### config.mk
export PLATFORM = sky130hd
export DESIGN_NAME = run_ctrl
export DESIGN_NICKNAME = d
export VERILOG_FILES = /design/src/rtl/run_ctrl.sv
export SDC_FILE = /design/constraint.sdc
export NUM_CORES = 1
export LEC_CHECK = 0
export ABC_AREA = 0
export ABC_CLOCK_PERIOD_IN_PS = 2200
export CAP_MARGIN = 15
export CORE_MARGIN = 2
export CORE_UTILIZATION = 43
export CTS_CLUSTER_SIZE = 28
export DETAILED_ROUTE_END_ITERATION = 7
export GPL_ROUTABILITY_DRIVEN = 0
export PLACE_DENSITY = 0.82
export SLEW_MARGIN = 20
export SYNTH_ARGS = -nofsm -noshare
export SYNTH_HDL_FRONTEND = slang
export SYNTH_SLANG_ARGS = --single-unit
### constraint.sdc
create_clock -name clk_i -period 2.2 [get_ports clk_i]
set_clock_uncertainty 0.2 [all_clocks]
set_input_delay 0.33 -clock clk_i [delete_from_list [all_inputs] [get_ports clk_i]]
set_output_delay 0.33 -clock clk_i [all_outputs]
set_load 0.1 [all_outputs]
### src/rtl/run_ctrl.sv
// run_ctrl: program-run sequencer between a req/done handshake and the core.
// Holds the core in reset for CLR_CYC cycles after a start, runs it until the
// PC reaches start_addr + END_PC (mod 2^D), then freezes it and reports done.
// Optional watchdog: define RUN_CTRL_WATCHDOG_EN to end a run after TMO cycles.
//
// state | meaning
// ------+------------------------------------------------------------
// IDLE  | core held in reset, waiting for a 0->1 transition on req
// CLEAR | core held in reset for CLR_CYC cycles, PC loads start_addr
// RUN   | core enabled, cycles counted, halt/watchdog evaluated
// DONE  | core frozen with state visible, done=1 until req drops
module run_ctrl #(
    parameter int D       = 12,
    parameter int CLR_CYC = 2,
    parameter int END_PC  = 128,
    parameter int CW      = 16,
    parameter int TMO     = 4096
) (
    input  logic          clk_i,
    input  logic          reset_i,      // asynchronous, active-low
    input  logic          req_i,
    input  logic [1:0]    prog_sel_i,
    input  logic [D-1:0]  prog_ctr_i,
    output logic          core_rst_o,
    output logic          core_en_o,
    output logic [D-1:0]  start_addr_o,
    output logic          busy_o,
    output logic          done_o,
    output logic          timeout_o,
    output logic [CW-1:0] cyc_cnt_o
);

    typedef enum logic [1:0] {
        S_IDLE  = 2'd0,
        S_CLEAR = 2'd1,
        S_RUN   = 2'd2,
        S_DONE  = 2'd3
    } state_t;

    state_t        state_q, state_d;
    logic          req_q;
    logic [3:0]    clr_cnt_q, clr_cnt_d;
    logic [CW-1:0] cyc_cnt_q, cyc_cnt_d;
    logic [D-1:0]  start_addr_q, start_addr_d;
    logic          start;
    logic          halt;
    logic [D-1:0]  end_addr;

    assign start    = req_i & ~req_q;
    // End address wraps naturally at D bits.
    assign end_addr = start_addr_q + D'(END_PC);
    assign halt     = (prog_ctr_i == end_addr);

`ifdef RUN_CTRL_WATCHDOG_EN
    logic timeout_q, timeout_d;
    logic wdog_hit;

    assign wdog_hit  = (cyc_cnt_q == CW'(TMO - 1));
    assign timeout_o = timeout_q;

    // Watchdog flag register.
    always_ff @(posedge clk_i or negedge reset_i) begin
        if (!reset_i) timeout_q <= 1'b0;
        else          timeout_q <= timeout_d;
    end
`else
    assign timeout_o = 1'b0;
`endif

    // State, edge-detect and run bookkeeping registers.
    always_ff @(posedge clk_i or negedge reset_i) begin
        if (!reset_i) begin
            state_q      <= S_IDLE;
            req_q        <= 1'b0;
            clr_cnt_q    <= '0;
            cyc_cnt_q    <= '0;
            start_addr_q <= '0;
        end else begin
            state_q      <= state_d;
            req_q        <= req_i;
            clr_cnt_q    <= clr_cnt_d;
            cyc_cnt_q    <= cyc_cnt_d;
            start_addr_q <= start_addr_d;
        end
    end

    // Next-state and bookkeeping updates.
    always_comb begin
        state_d      = state_q;
        clr_cnt_d    = clr_cnt_q;
        cyc_cnt_d    = cyc_cnt_q;
        start_addr_d = start_addr_q;
`ifdef RUN_CTRL_WATCHDOG_EN
        timeout_d    = timeout_q;
`endif
        unique case (state_q)
            S_IDLE: begin
                if (start) begin
                    start_addr_d = {prog_sel_i, {(D-2){1'b0}}};
                    cyc_cnt_d    = '0;
                    clr_cnt_d    = 4'(CLR_CYC - 1);
`ifdef RUN_CTRL_WATCHDOG_EN
                    timeout_d    = 1'b0;
`endif
                    state_d      = S_CLEAR;
                end
            end
            S_CLEAR: begin
                if (clr_cnt_q == 4'd0) state_d = S_RUN;
                else                   clr_cnt_d = clr_cnt_q - 4'd1;
            end
            S_RUN: begin
                if (cyc_cnt_q != '1) cyc_cnt_d = cyc_cnt_q + 1'b1;
                // Halt has priority over the watchdog in the same cycle.
                if (halt) begin
                    state_d = S_DONE;
                end
`ifdef RUN_CTRL_WATCHDOG_EN
                else if (wdog_hit) begin
                    state_d   = S_DONE;
                    timeout_d = 1'b1;
                end
`endif
            end
            S_DONE: begin
                if (!req_i) state_d = S_IDLE;
            end
            default: state_d = S_IDLE;
        endcase
    end

    assign core_rst_o   = (state_q == S_IDLE) || (state_q == S_CLEAR);
    assign core_en_o    = (state_q == S_RUN);
    assign busy_o       = (state_q == S_CLEAR) || (state_q == S_RUN);
    assign done_o       = (state_q == S_DONE);
    assign start_addr_o = start_addr_q;
    assign cyc_cnt_o    = cyc_cnt_q;

endmodule

==> summary.md, run 1 <==
| Metric | Value |
|---|---|
| Detailed Place HPWL | `3060 um` |
| GRT Overall Usage | `0.199` |
| Nets | `around 270` |
| DRT antenna net count | `0` |
| Worst Path Required | `2.17 ns` |
| Die X | `67.6 um` |
| Top post-synthesis cells by area | `dfrtp_1 (36%), ha_1 (5.8%), buf_4 (5.2%)` |
| Post-Syn Instances | `between 150 and 200` |
| Final worst setup slack | `between 0.04 and 0.05 ns` |
| WL final | `4150 um` |
| Root buffer cell | `clkbuf_8` |
| Number of global-route vias before repair | `1514` |
| Synth area leader | `dfrtp_1` |
| CP max FO | `2` |
| Row count | `23` |
| CP peak stage delay | `0.41 ns` |
| Count of final setup violators | `0` |
| Num ports | `50` |
| Core ar. | `approximately 0.0039 sq mm` |
| Worst Hold Class | `in -> async` |
| Async set-or-reset flop fraction in the synthesized netlist | `1.00` |
| CTS tree | `yes` |
| Post-Place Setup Slack | `-0.00414 ns` |
| Hold-fix buffers at CTS | `0` |
| Avg WL per Cell | `14.1 um` |
| Initial Util | `0.441` |
| Most frequent cell after synthesis | `dfrtp_1` |
| Antenna violations before repair | `0` |
| Fraction of layout cells with a size suffix above 1 | `0.318` |
| Initial DRC count | `~110` |
| Design Area, Final | `0.00233 sq mm` |
| Max cap viols | `0` |
| Port bufs | `38` |
| CTS Sinks | `25` |
| RSZ-0062 raised after global routing | `true` |
| Crit start category | `flip-flop` |
| Via density | `approximately 5.7` |
| Placed inst area | `0.00224 sq mm` |
| Synth unique cells | `49` |
| Hold Fails Final Rpt | `0` |
| Remaining DRCs | `0` |
| Largest net degree at the start of global routing | `26` |
| Setup TNS | `0 ns` |
| Via count | `1696` |
| Post-Syn Area | `0.00174 sq mm` |
| EDFF count, synth | `0` |
| Layout area overhead | `34.0%` |
| Max H-tree Level | `1` |
| YS warnings | `0` |
| Avg Cell Area, Syn | `9.02 sq um` |
| Setup crit end kind | `flip-flop` |
| Num CTS Buffers | `3` |
| Clock transition at path regs | `0.09 ns` |
| Crit path cell chain | `inv_2 > ha_1 > or3b_4 > a221o_1 > nor3_2 > mux2_1` |
| Synth top cells by count | `dfrtp_1 (25), nand2_1 (17), nand3_1 (15), inv_1 (13), buf_4 (12)` |
| First-pass GRT wire length | `6970 um` |
| Final hold slack | `0.225 ns` |
| Post-synthesis sequential area ratio | `0.359` |
| Fillers | `~340` |
| Outcome | `complete, no violations` |
| Max Transition Viols Final | `0` |
| Crit Path Category | `reg -> reg` |
| Yosys reg bits | `25` |
| Die area | `0.00457 sq mm` |
| Most used DFF post-synth | `dfrtp_1` |
| Antenna diode count | `0` |
| Pwr Total | `3.74 mW` |
| Achievable Freq | `around 460 MHz` |
| Fin crit period | `roughly 2.2 ns` |
| Synth top area share | `0.359` |
| PD cells | `1600 mW/mm^2` |
| Total gr overflow | `0` |
| Worst path arrival time | `about 2.1 ns` |
| Die height | `a little under 70 um` |
| Clk_lat worst skew | `about 0.27 ns` |
| Leakage | `0.983 nW` |
| DR pass1 iterations | `4` |
| Peak supply drop | `1.53 mV` |
| Crit path max-delay cell type | `dfrtp_1` |
| Tcrit/Tclk final | `0.978` |
| Max clock buf depth | `2` |
## metrics by stage
| stage | util | cells |
|---|---|---|
| global placement | 0.567 | 286 |
| global route | 0.592 | 295 |
| CTS | 0.579 | 290 |
| detailed placement | 0.567 | 286 |
| finish | 0.592 | 295 |
| floorplan | - | 203 |
## sequential cells by signal, indices dropped and copies added (netlist names)
signal and count:
clr_cnt_q 4, req_q 1, state_q 2, start_addr_o 2
cyc_cnt_o 16
## per-layer routing
layer  global-route usage  vias to the layer above  wire length (um)
met5                    0                        -                 0
met4               0.0740                        0                57
met3               0.0333                        6               277
met2                0.305                       73              1980
met1                0.279                      805              1840
li1                     -                      812                 -
## cell families (layout without fill, tap and decap cells)
family / after synthesis / in the layout / share of synthesized area
other: 1 / 11 / 0.00215
AO/OA/AOI/OAI: 39 / 39 / 0.168
AND/OR/NAND/NOR: 80 / 80 / 0.267
adder cells (fa/ha/maj): 8 / 8 / 0.0575
XOR/XNOR: 2 / 2 / 0.0101
buffers and inverters: 32 / 74 / 0.0992
multiplexers: 6 / 6 / 0.0367
flip-flops: 25 / 25 / 0.359
## where the power goes
group          switching, mW  internal [mW]  leakage (nW)
Sequential             0.183          0.623         0.299
Combinational           1.77          0.880         0.661
Clock                  0.153          0.130        0.0228
Total                   2.10           1.63         0.983
## area by class of cell
class                      instances  area [sq um]  share of cell area
clock buffer                       4          45.0              0.0193
sequential                        25           652               0.280
inverter                          13          48.8              0.0209
timing repair buffer              57           518               0.222
multi-input combinational        146          1010               0.431
tap                               50          62.6              0.0268
## path summary, 6_finish.rpt
kind | cells past startpoint | endpoint | slack (ns) | start
max | 6 | state_q[1] | 0.05 | clr_cnt_q[0]
max reg2reg | 6 | state_q[1] | 0.05 | clr_cnt_q[0]
max in group asynchronous | 2 | cyc_cnt_o[1] | 1.29 | reset_i
min | 2 | cyc_cnt_o[9] | 0.22 | reset_i
min in group clk_i | 1 | cyc_cnt_o[13] | 0.33 | cyc_cnt_o[13]
min reg2reg | 1 | cyc_cnt_o[13] | 0.33 | cyc_cnt_o[13]
## critical path, delay by kind of cell (launching register included)
kind	cells	cell delay, ns
muxes	1	0.34
adders and majority gates	1	0.13
AOI/OAI and AO/OA	1	0.34
and+or+nand+nor	2	0.54
buffers and inverters	1	0.07
DFF	1	0.41
## cell usage in the layout, fill, tap and decap left out, types with 3 or more instances in the layout
cell type / instances
buf_4: 37
nand2_1: 17
clkdlybuf4s50_1: 16
nand3_1: 15
dfrtp_2: 15
inv_1: 11
conb_1: 11
o211ai_1: 9
or4_1: 9
dfrtp_1: 8
nor2_1: 6
nor3_1: 6
o21ai_0: 5
ha_1: 5
a21oi_1: 4
nand4_1: 4
buf_12: 4
mux2i_1: 3
and4_1: 3
nor4_1: 3
a31oi_1: 3
o311ai_0: 3
clkbuf_8: 3
## repair_timing
action | CTS | global route
endpoints found under the hold margin | 0 | 0
endpoints found under the setup margin | 1 | 9
buffers inserted | 0 | 5
gates resized for setup | 2 | 5
(Power assumes the default switching activity.)
==> run 2, diff against run 1 <==
--- a/config.mk
+++ b/config.mk
@@ -12,7 +12,6 @@
 export CORE_UTILIZATION = 43
 export CTS_CLUSTER_SIZE = 28
 export DETAILED_ROUTE_END_ITERATION = 7
-export GPL_ROUTABILITY_DRIVEN = 0
 export PLACE_DENSITY = 0.82
 export SLEW_MARGIN = 20
 export SYNTH_ARGS = -nofsm -noshare
==> results of run 2 <==
Final layout, timing and power as in run 1 (identical DEF).
==> run 3, diff against run 2 <==
--- a/config.mk
+++ b/config.mk
@@ -17,3 +17,4 @@
 export SYNTH_ARGS = -nofsm -noshare
 export SYNTH_HDL_FRONTEND = slang
 export SYNTH_SLANG_ARGS = --single-unit
+export TNS_END_PERCENT = 100
==> results of run 3 <==
Final layout, timing and power as in run 1 (identical DEF).
